### src/rtl/rvm_mem_ctrl_pkg.sv
// Shared constants and types for the rvm memory access controller.
// Size codes and port ids match the values used elsewhere in the core.
package rvm_mem_ctrl_pkg;

  localparam logic [1:0] RVM_MEM_SIZE_B = 2'd0;
  localparam logic [1:0] RVM_MEM_SIZE_H = 2'd1;
  localparam logic [1:0] RVM_MEM_SIZE_W = 2'd2;

  localparam logic RVM_MEM_PORT_F = 1'b0;
  localparam logic RVM_MEM_PORT_D = 1'b1;

  // Request fields captured at grant time and held for the whole access.
  typedef struct packed {
    logic [31:0] addr;
    logic [1:0]  size;
    logic        sgn;
    logic        wen;
    logic [31:0] wdata;
    logic        port;
  } mem_req_t;

endpackage

### src/rtl/rvm_mem_lanes.sv
// Byte-lane steering: byte enables, store-data replication, load extraction
// and the alignment check. Purely combinational.
module rvm_mem_lanes
  import rvm_mem_ctrl_pkg::*;
(
  input  logic [1:0]  size,
  input  logic [1:0]  addr_lo,
  input  logic        sgn,
  input  logic [31:0] wdata,
  input  logic [31:0] rdata,
  output logic [3:0]  b_en,
  output logic [31:0] lane_wdata,
  output logic [31:0] ext_rdata,
  output logic        misaligned
);

  logic [31:0] shifted;

  always_comb begin
    // NOTE: every output gets a default before the case so no path can infer a latch.
    shifted    = rdata >> {addr_lo, 3'b000};
    b_en       = 4'b1111;
    lane_wdata = wdata;
    ext_rdata  = shifted;
    misaligned = 1'b0;
    case (size)
      RVM_MEM_SIZE_B: begin
        b_en       = 4'b0001 << addr_lo;
        lane_wdata = {4{wdata[7:0]}};
        ext_rdata  = {{24{sgn & shifted[7]}}, shifted[7:0]};
      end
      RVM_MEM_SIZE_H: begin
        b_en       = 4'b0011 << {addr_lo[1], 1'b0};
        lane_wdata = {2{wdata[15:0]}};
        ext_rdata  = {{16{sgn & shifted[15]}}, shifted[15:0]};
        misaligned = addr_lo[0];
      end
      RVM_MEM_SIZE_W: begin
        misaligned = |addr_lo;
      end
      default: begin
        b_en       = 4'b0000;
        misaligned = 1'b1;
      end
    endcase
  end

endmodule

### src/rtl/rvm_mem_ctrl.sv
// Single-port memory controller: round-robin arbitration of fetch and
// load/store requesters, sequenced IDLE -> ACCESS -> RESP through mem_stall.
module rvm_mem_ctrl
  import rvm_mem_ctrl_pkg::*;
#(
  parameter bit FETCH_FIRST = 1'b1
) (
  input  logic        clk,
  input  logic        resetn,
  input  logic        f_req,
  input  logic [31:0] f_addr,
  output logic        f_rsp_valid,
  output logic [31:0] f_rdata,
  output logic        f_error,
  input  logic        d_req,
  input  logic        d_wen,
  input  logic [1:0]  d_size,
  input  logic        d_signed,
  input  logic [31:0] d_addr,
  input  logic [31:0] d_wdata,
  output logic        d_rsp_valid,
  output logic [31:0] d_rdata,
  output logic        d_error,
  output logic        busy,
  output logic [31:0] mem_addr,
  input  logic [31:0] mem_rdata,
  output logic [31:0] mem_wdata,
  output logic        mem_c_en,
  output logic [3:0]  mem_b_en,
  input  logic        mem_error,
  input  logic        mem_stall
);

  localparam logic [1:0] ST_IDLE   = 2'd0;
  localparam logic [1:0] ST_ACCESS = 2'd1;
  localparam logic [1:0] ST_RESP   = 2'd2;

  logic [1:0]  state;
  mem_req_t    req_q;
  mem_req_t    cand;
  mem_req_t    lane_req;
  logic        last_grant;
  logic        grant_port;
  logic        any_req;
  logic [31:0] rsp_rdata_q;
  logic        rsp_err_q;

  logic [3:0]  b_en;
  logic [31:0] lane_wdata;
  logic [31:0] ext_rdata;
  logic        misaligned;

  assign any_req = f_req | d_req;

  // On a tie the port that did not win last time goes next.
  always_comb begin
    grant_port = RVM_MEM_PORT_F;
    if (f_req && d_req)
      grant_port = ~last_grant;
    else if (d_req)
      grant_port = RVM_MEM_PORT_D;
  end

  always_comb begin
    cand = '0;
    if (grant_port == RVM_MEM_PORT_F) begin
      cand.addr = f_addr;
      cand.size = RVM_MEM_SIZE_W;
      cand.port = RVM_MEM_PORT_F;
    end else begin
      cand.addr  = d_addr;
      cand.size  = d_size;
      cand.sgn   = d_signed;
      cand.wen   = d_wen;
      cand.wdata = d_wdata;
      cand.port  = RVM_MEM_PORT_D;
    end
  end

  // The single lane unit checks alignment of the incoming request in IDLE
  // and steers the latched request for the rest of the access.
  assign lane_req = (state == ST_IDLE) ? cand : req_q;

  rvm_mem_lanes u_lanes (
    .size       (lane_req.size),
    .addr_lo    (lane_req.addr[1:0]),
    .sgn        (lane_req.sgn),
    .wdata      (lane_req.wdata),
    .rdata      (mem_rdata),
    .b_en       (b_en),
    .lane_wdata (lane_wdata),
    .ext_rdata  (ext_rdata),
    .misaligned (misaligned)
  );

  always_ff @(posedge clk or negedge resetn) begin
    // NOTE: state registers use non-blocking assignments so every flop samples pre-edge values.
    if (!resetn) begin
      state       <= ST_IDLE;
      req_q       <= '0;
      last_grant  <= FETCH_FIRST ? RVM_MEM_PORT_D : RVM_MEM_PORT_F;
      rsp_rdata_q <= '0;
      rsp_err_q   <= 1'b0;
    end else begin
      case (state)
        ST_IDLE: begin
          if (any_req) begin
            req_q      <= cand;
            last_grant <= cand.port;
            if (misaligned) begin
              rsp_rdata_q <= '0;
              rsp_err_q   <= 1'b1;
              state       <= ST_RESP;
            end else begin
              state <= ST_ACCESS;
            end
          end
        end
        ST_ACCESS: begin
          if (!mem_stall) begin
            rsp_err_q   <= mem_error;
            rsp_rdata_q <= (req_q.wen || mem_error) ? 32'h0 : ext_rdata;
            state       <= ST_RESP;
          end
        end
        ST_RESP: state <= ST_IDLE;
        default: state <= ST_IDLE;
      endcase
    end
  end

  assign busy     = (state != ST_IDLE);
  assign mem_c_en = (state == ST_ACCESS);
  assign mem_addr  = mem_c_en ? {req_q.addr[31:2], 2'b00} : 32'h0;
  assign mem_b_en  = mem_c_en ? b_en : 4'h0;
  assign mem_wdata = mem_c_en ? lane_wdata : 32'h0;

  assign f_rsp_valid = (state == ST_RESP) && (req_q.port == RVM_MEM_PORT_F);
  assign d_rsp_valid = (state == ST_RESP) && (req_q.port == RVM_MEM_PORT_D);
  assign f_rdata = f_rsp_valid ? rsp_rdata_q : 32'h0;
  assign d_rdata = d_rsp_valid ? rsp_rdata_q : 32'h0;
  assign f_error = f_rsp_valid & rsp_err_q;
  assign d_error = d_rsp_valid & rsp_err_q;

endmodule

### config.mk
export PLATFORM = sky130hd
export DESIGN_NAME = rvm_mem_ctrl
export DESIGN_NICKNAME = d
export VERILOG_FILES = /design/src/rtl/rvm_mem_ctrl_pkg.sv /design/src/rtl/rvm_mem_lanes.sv /design/src/rtl/rvm_mem_ctrl.sv
export SDC_FILE = /design/constraint.sdc
export NUM_CORES = 1
export LEC_CHECK = 0
export CAP_MARGIN = 15
export CORE_ASPECT_RATIO = 1.2
export CORE_MARGIN = 2
export CORE_UTILIZATION = 39
export DETAILED_ROUTE_END_ITERATION = 16
export GPL_ROUTABILITY_DRIVEN = 1
export PLACE_DENSITY = 0.86
export SETUP_SLACK_MARGIN = 0.1
export SLEW_MARGIN = 30
export SYNTH_ARGS = -nofsm -noshare
export SYNTH_HDL_FRONTEND = slang
export SYNTH_SLANG_ARGS = --single-unit
### constraint.sdc
create_clock -name clk -period 2.9 [get_ports clk]
set_clock_uncertainty 0.15 [all_clocks]
set_input_delay 0.29 -clock clk [delete_from_list [all_inputs] [get_ports clk]]
set_output_delay 0.29 -clock clk [all_outputs]
set_load 0.01 [all_outputs]
# == After elaboration in Yosys (flattened, before gate mapping) ==
# Index checks and enable logic that the tools add are counted.
# word_totals
output_inout_bits,138
register_bits,105
elab_cells,67
# op_classes
n_shift,3
bitwise_logic,7
eq_ne,7
reduce_logical,12
n_mux,28
# ops
operator,n
$mux 32,8
$pmux 32 s2,3
$mux 34,2
$mux 39,1
$shr 32x5->32,1
$pmux 4 s3,1
$mux 1,6
$mux 2,3
$ne 2x2->1 const B,3
$and 1x1->1,4
$eq 2x1->1 const B,2
$eq 2x2->1 const B,2
$logic_not 2->1,2
$mux 4,1
$pmux 2 s2,1
$reduce_and 2->1,2
$reduce_and 4->1,1
$reduce_bool 2->1,2
$shl 1x2->4 const A,1
$shl 2x2->4 const A,1
$logic_and 1x1->1,3
$pmux 1 s3,1
$not 1->1,2
$pmux 1 s2,1
3 further kinds,3

# == Depth between registers and ports, before layout ==
# depth
depth_word,10
mapped_depth,10
ltp_nobuf,7

# == By module ==
# A second synthesis with hierarchy kept.
# unflattened
hier_cells,771
hier_area_um2,6970.4
# by_module_without_submodules
module,n_inst,area_each_um2,cells_per_inst
rvm_mem_ctrl,1,5639.2,590
rvm_mem_lanes,1,1331.3,181

# == Least setup slack after synthesis ==
# Ideal clock, no wire load.
# synth_timing
path_kind,register to register
start,register last_grant
end,register rsp_rdata_q[21]
arrival_time_ns,2.477
setup_ns,0.093
path_stages_with_launch,11
required_time_ns,2.657
setup_slack_ns,0.180
period_less_slack_ns,2.720
path_cell_list,dfstp_2 > and2_1 > buf_4 > o221a_2 > buf_2 > nor2_2 > mux4_2 > buf_6 > o221a_4 > buf_6 > o31ai_2
# synth_via
elab_chain_cells,10
word_cells_on_any_way,19
cone_classes,eq/ne (3); shift (1); mux (9); bitwise (3); reduce/logical (3)
# synth_rtl
item,line,source
from (decl),rvm_mem_ctrl.sv:42,logic last_grant;
from (signal assigned),rvm_mem_ctrl.sv:101,last_grant <= FETCH_FIRST ? RVM_MEM_PORT_D : RVM_MEM_PORT_F;
from (signal assigned),rvm_mem_ctrl.sv:109,last_grant <= cand.port;
$not 1->1 *,rvm_mem_ctrl.sv:59,grant_port = ~last_grant;
$mux 1 *,rvm_mem_ctrl.sv:58,if (f_req && d_req)
$mux 34,rvm_mem_ctrl.sv:66,if (grant_port == RVM_MEM_PORT_F) begin
$mux 39 *,rvm_mem_ctrl.sv:82,assign lane_req = (state == ST_IDLE) ? cand : req_q;
$shr 32x5->32,rvm_mem_lanes.sv:21,"shifted = rdata >> {addr_lo, 3'b000};"
"$and 1x1->1, on equally long branches","rvm_mem_lanes.sv:35, rvm_mem_lanes.sv:30",
$pmux 32 s2,rvm_mem_lanes.sv:26,case (size)
$mux 32,rvm_mem_ctrl.sv:122,rsp_rdata_q <= (req_q.wen || mem_error) ? 32'h0 : ext_rdata;
$mux 32,rvm_mem_ctrl.sv:120,if (!mem_stall) begin
$pmux 32 s2,rvm_mem_ctrl.sv:105,case (state)
to (signal assigned),rvm_mem_ctrl.sv:122,
to (decl),rvm_mem_ctrl.sv:45,logic [31:0] rsp_rdata_q;
# Mark *: on every way between the ends. The rest lies on a longest branch, timed or not. The select of a mux whose other input is x is not followed.
# A chain may end at the register's enable or synchronous reset.

# == Final worst setup path ==
# layout_timing
start,register state[0]
end,output port mem_b_en[2]
# layout_via
elab_chain_cells,5
word_cells_on_any_way,10
cone_classes,eq/ne (3); shift (2); mux (3); reduce/logical (2)
# layout_rtl
item,line,source
from (decl),rvm_mem_ctrl.sv:38,logic [1:0] state;
from (signal assigned),rvm_mem_ctrl.sv:99,state <= ST_IDLE;
from (signal assigned),rvm_mem_ctrl.sv:113,state <= ST_RESP;
from (signal assigned),rvm_mem_ctrl.sv:115,state <= ST_ACCESS;
$logic_not 2->1,rvm_mem_ctrl.sv:82,
$mux 39,rvm_mem_ctrl.sv:82,
$shl 2x2->4 (tied with other cells),rvm_mem_lanes.sv:33,"b_en = 4'b0011 << {addr_lo[1], 1'b0};"
$pmux 4 s3,rvm_mem_lanes.sv:26,
$mux 4 *,rvm_mem_ctrl.sv:135,assign mem_b_en = mem_c_en ? b_en : 4'h0;
to (decl),rvm_mem_ctrl.sv:29,"output logic [3:0] mem_b_en,"
# Mark *: on every way between the ends. The rest lies on a longest branch, timed or not.

==> results.ini <==
[outcome]
status = finished clean

[pwr]
p_switching_uw = 3920
clock_power_share_pct = 13.8
power_frac_seq_pct = 27.9
power_density_nw_per_um2 = 882
p_int_uw = 5240
peakVddDrop_v = 0.000505
combPwrFrac_pct = 58.3
leakagePower_uw = 0.00443
p_total_uw = 9160
switching_share_pct = 42.8

[cells_and_area]
register_area_sq_um = 2630
fill_cells = 1365
antenna_cells = 0
design_area_sq_um = 10400
layout_commonest_cell = clkdlybuf4s50_1
multi_input_area_sq_um = 3760
syn2layout_area_growth_pct = 58.7
final_cell_mix = clkdlybuf4s50_1, nand2_1, and2_1, dfrtp_1, buf_4
nNetsFinal = 1189
layout-drive-gt1-share_pct = 16.2

[cts]
cts_buffers = 9
clock-root-buffer = clkbuf_16
clkSinkCount = 105
clk-insertion-delay-late_ps = 350
cts_buffer_depth = 2
cts_tree = built
path_clk_slew_ps = 70
cts_max_level = 3

[floorplanning]
die_w_um = 122
initial_core_util_pct = 40.1
die_y_um = 146
die_area_sq_um = 17800
core.rowCount = 51
core-area_sq_um = 16300
io_pins = 276

[synth]
yosys_warnings = 0
synth_top_area_share_pct = 39.8
syn_inst = 754
netlist_area_sq_um = 6540
seq_area_frac_synth_pct = 40.2
ys_ff_latch = 105
yosysUniqueCellTypes = 53
synth_area_leaders = dfrtp_1, and2_1, nand2_1, a22o_1, nor2_1
synth_edf_count = 0
yosys.area.top_type = dfrtp_1
ys.flop_type = dfrtp_1
synth.avg_cell_area_sq_um = 8.68
synth-async-reset-ratio_pct = 100

[grt]
antenna_found_initial = 0
overflow = 0
first_global_vias = 6994
grt_pass1_wl_um = 36500
grt_start_max_net_pins = 64
grtUsageTotal_pct = 25.9

[route]
wl_per_cell_um = 18.3
via_count = 7161
drt_iter0_markers = 560
drc_errors = 0
totalWireLength_um = 23300
ant_nets = 0
via_per_inst = 5.65
firstDrtPassIters = 5

[critical_path]
worst_ep_required_time_ps = 2460
cp-start-kind = register
r2r_start = last_grant
startpoint = state[0]
critPathArrivalTime_ps = 2340
end_kind = primary output
crit_type = reg2out
worst-path-max-fanout = 28

[sta]
finalWorstSetupSlack_ps = 121
rsz0062_at_grt = true
finalHoldViolCount = 0
tightest_slew_ps = 850
tns_ps = 0
fmax_ghz = 0.360
setup_violations = 0
drv_slew = 0
fin_crit_ps = 2780
hold_slack_ps = 341
slew_headroom_pct = 43.3
period_share_pct = 95.8

[placement]
gp_congestion = 0.953
hpwl_um = 17300
place_area_sq_um = 9920
place_ws_ps = -298
portBuffers = 273

[hold_path]
hp-class = in2reg
hp-start = d_addr[13]

[flow_run]
drv.max_cap_violation_count = 0

[cell usage after synthesis, types with 2 or more instances]
library cell,instances
a211oi_1,17
nand2_1,115
clkbuf_1,56
mux2_2,15
dfrtp_1,104
o211ai_1,8
o31ai_1,6
o22ai_1,9
and2_1,104
a22oi_1,9
a2111oi_0,12
o21ai_1,2
o21bai_1,2
buf_1,5
buf_6,4
a31oi_1,31
o221a_4,2
a22o_1,47
o31ai_2,10
a21oi_1,34
nor3b_1,8
o221ai_1,9
inv_1,14
o21ai_0,20
buf_4,3
nor2_1,57
o22a_1,2
a221oi_1,17
mux2i_1,8
[flip-flops by register name, summed over array words and instances, names as in the netlist]
name / cells
req_q: 69
rsp_rdata_q: 32
state: 2
last_grant: 1
rsp_err_q: 1
[layout make-up]
type	instances	area share (%)
clock buffer	10	2.21
clock inverter	6	0.735
inverter	16	0.579
multi-input combinational	566	36.2
sequential	105	25.3
tap	212	2.56
timing repair buffer	353	32.4
[power by group through the flow]
stage	clock network, uW	logic [uW]	registers, uW
floorplan	0	3040	2390
global placement	0	5000	2520
detailed placement	0	5110	2550
CTS	1290	5160	2540
global route	1340	5750	2640
finish	1270	5340	2560
[critical path, cell delays in order, from the launching register on]
cell and delay, ps:
dfrtp_1 410, nor2_4 170, inv_2 80, buf_4 250, a22oi_1 320, o21ai_0 210, a21oi_1 200, dlygate4sd2_1 350
[through the flow]
stage / instances / util (%)
2_1_floorplan: 755 / -
3_3_place_gp: 1246 / 60.7
3_5_place_dp: 1246 / 60.7
4_1_cts: 1267 / 62.9
5_1_grt: 1268 / 63.5
6_report: 1268 / 63.5
[final timing paths]
kind | end | cells after the start | slack [ps]
setup / recovery | mem_b_en[2] | 7 | 120
hold / removal | req_q[50] | 3 | 340
setup reg to reg | rsp_rdata_q[19] | 7 | 140
hold reg to reg | rsp_rdata_q[1] | 2 | 350
max in group asynchronous | req_q[66] | 3 | 1420
min in group asynchronous | rsp_rdata_q[10] | 2 | 430
[routing by layer]
layer / share of wire [%] / GRT usage [%] / vias up
li1: - / - / 3327
met1: 38 / 30.5 / 3358
met2: 48 / 43.1 / 402
met3: 9.0 / 6.70 / 74
met4: 4.8 / 12.8 / 0
met5: 0 / 0 / -
[cell families (layout without fill, tap and decap cells)]
family	after synthesis	in the layout	synth area share [%]
compound gates	247	248	28.5
buf+inv	85	385	5.53
flops	105	105	40.2
mux	24	24	4.15
other cells	1	2	0.0573
simple gates	292	292	21.6
[repair_timing]
action / in CTS / in global routing
pin swaps: 4 / 7
buffers inserted: 4 / 0
gates resized for setup: 61 / 44
endpoints found under the hold margin: 61 / 0
gates cloned: 0 / 1
hold buffers: 1 / 0
setup endpoints to repair: 66 / 72
(Power assumes the default switching activity.)
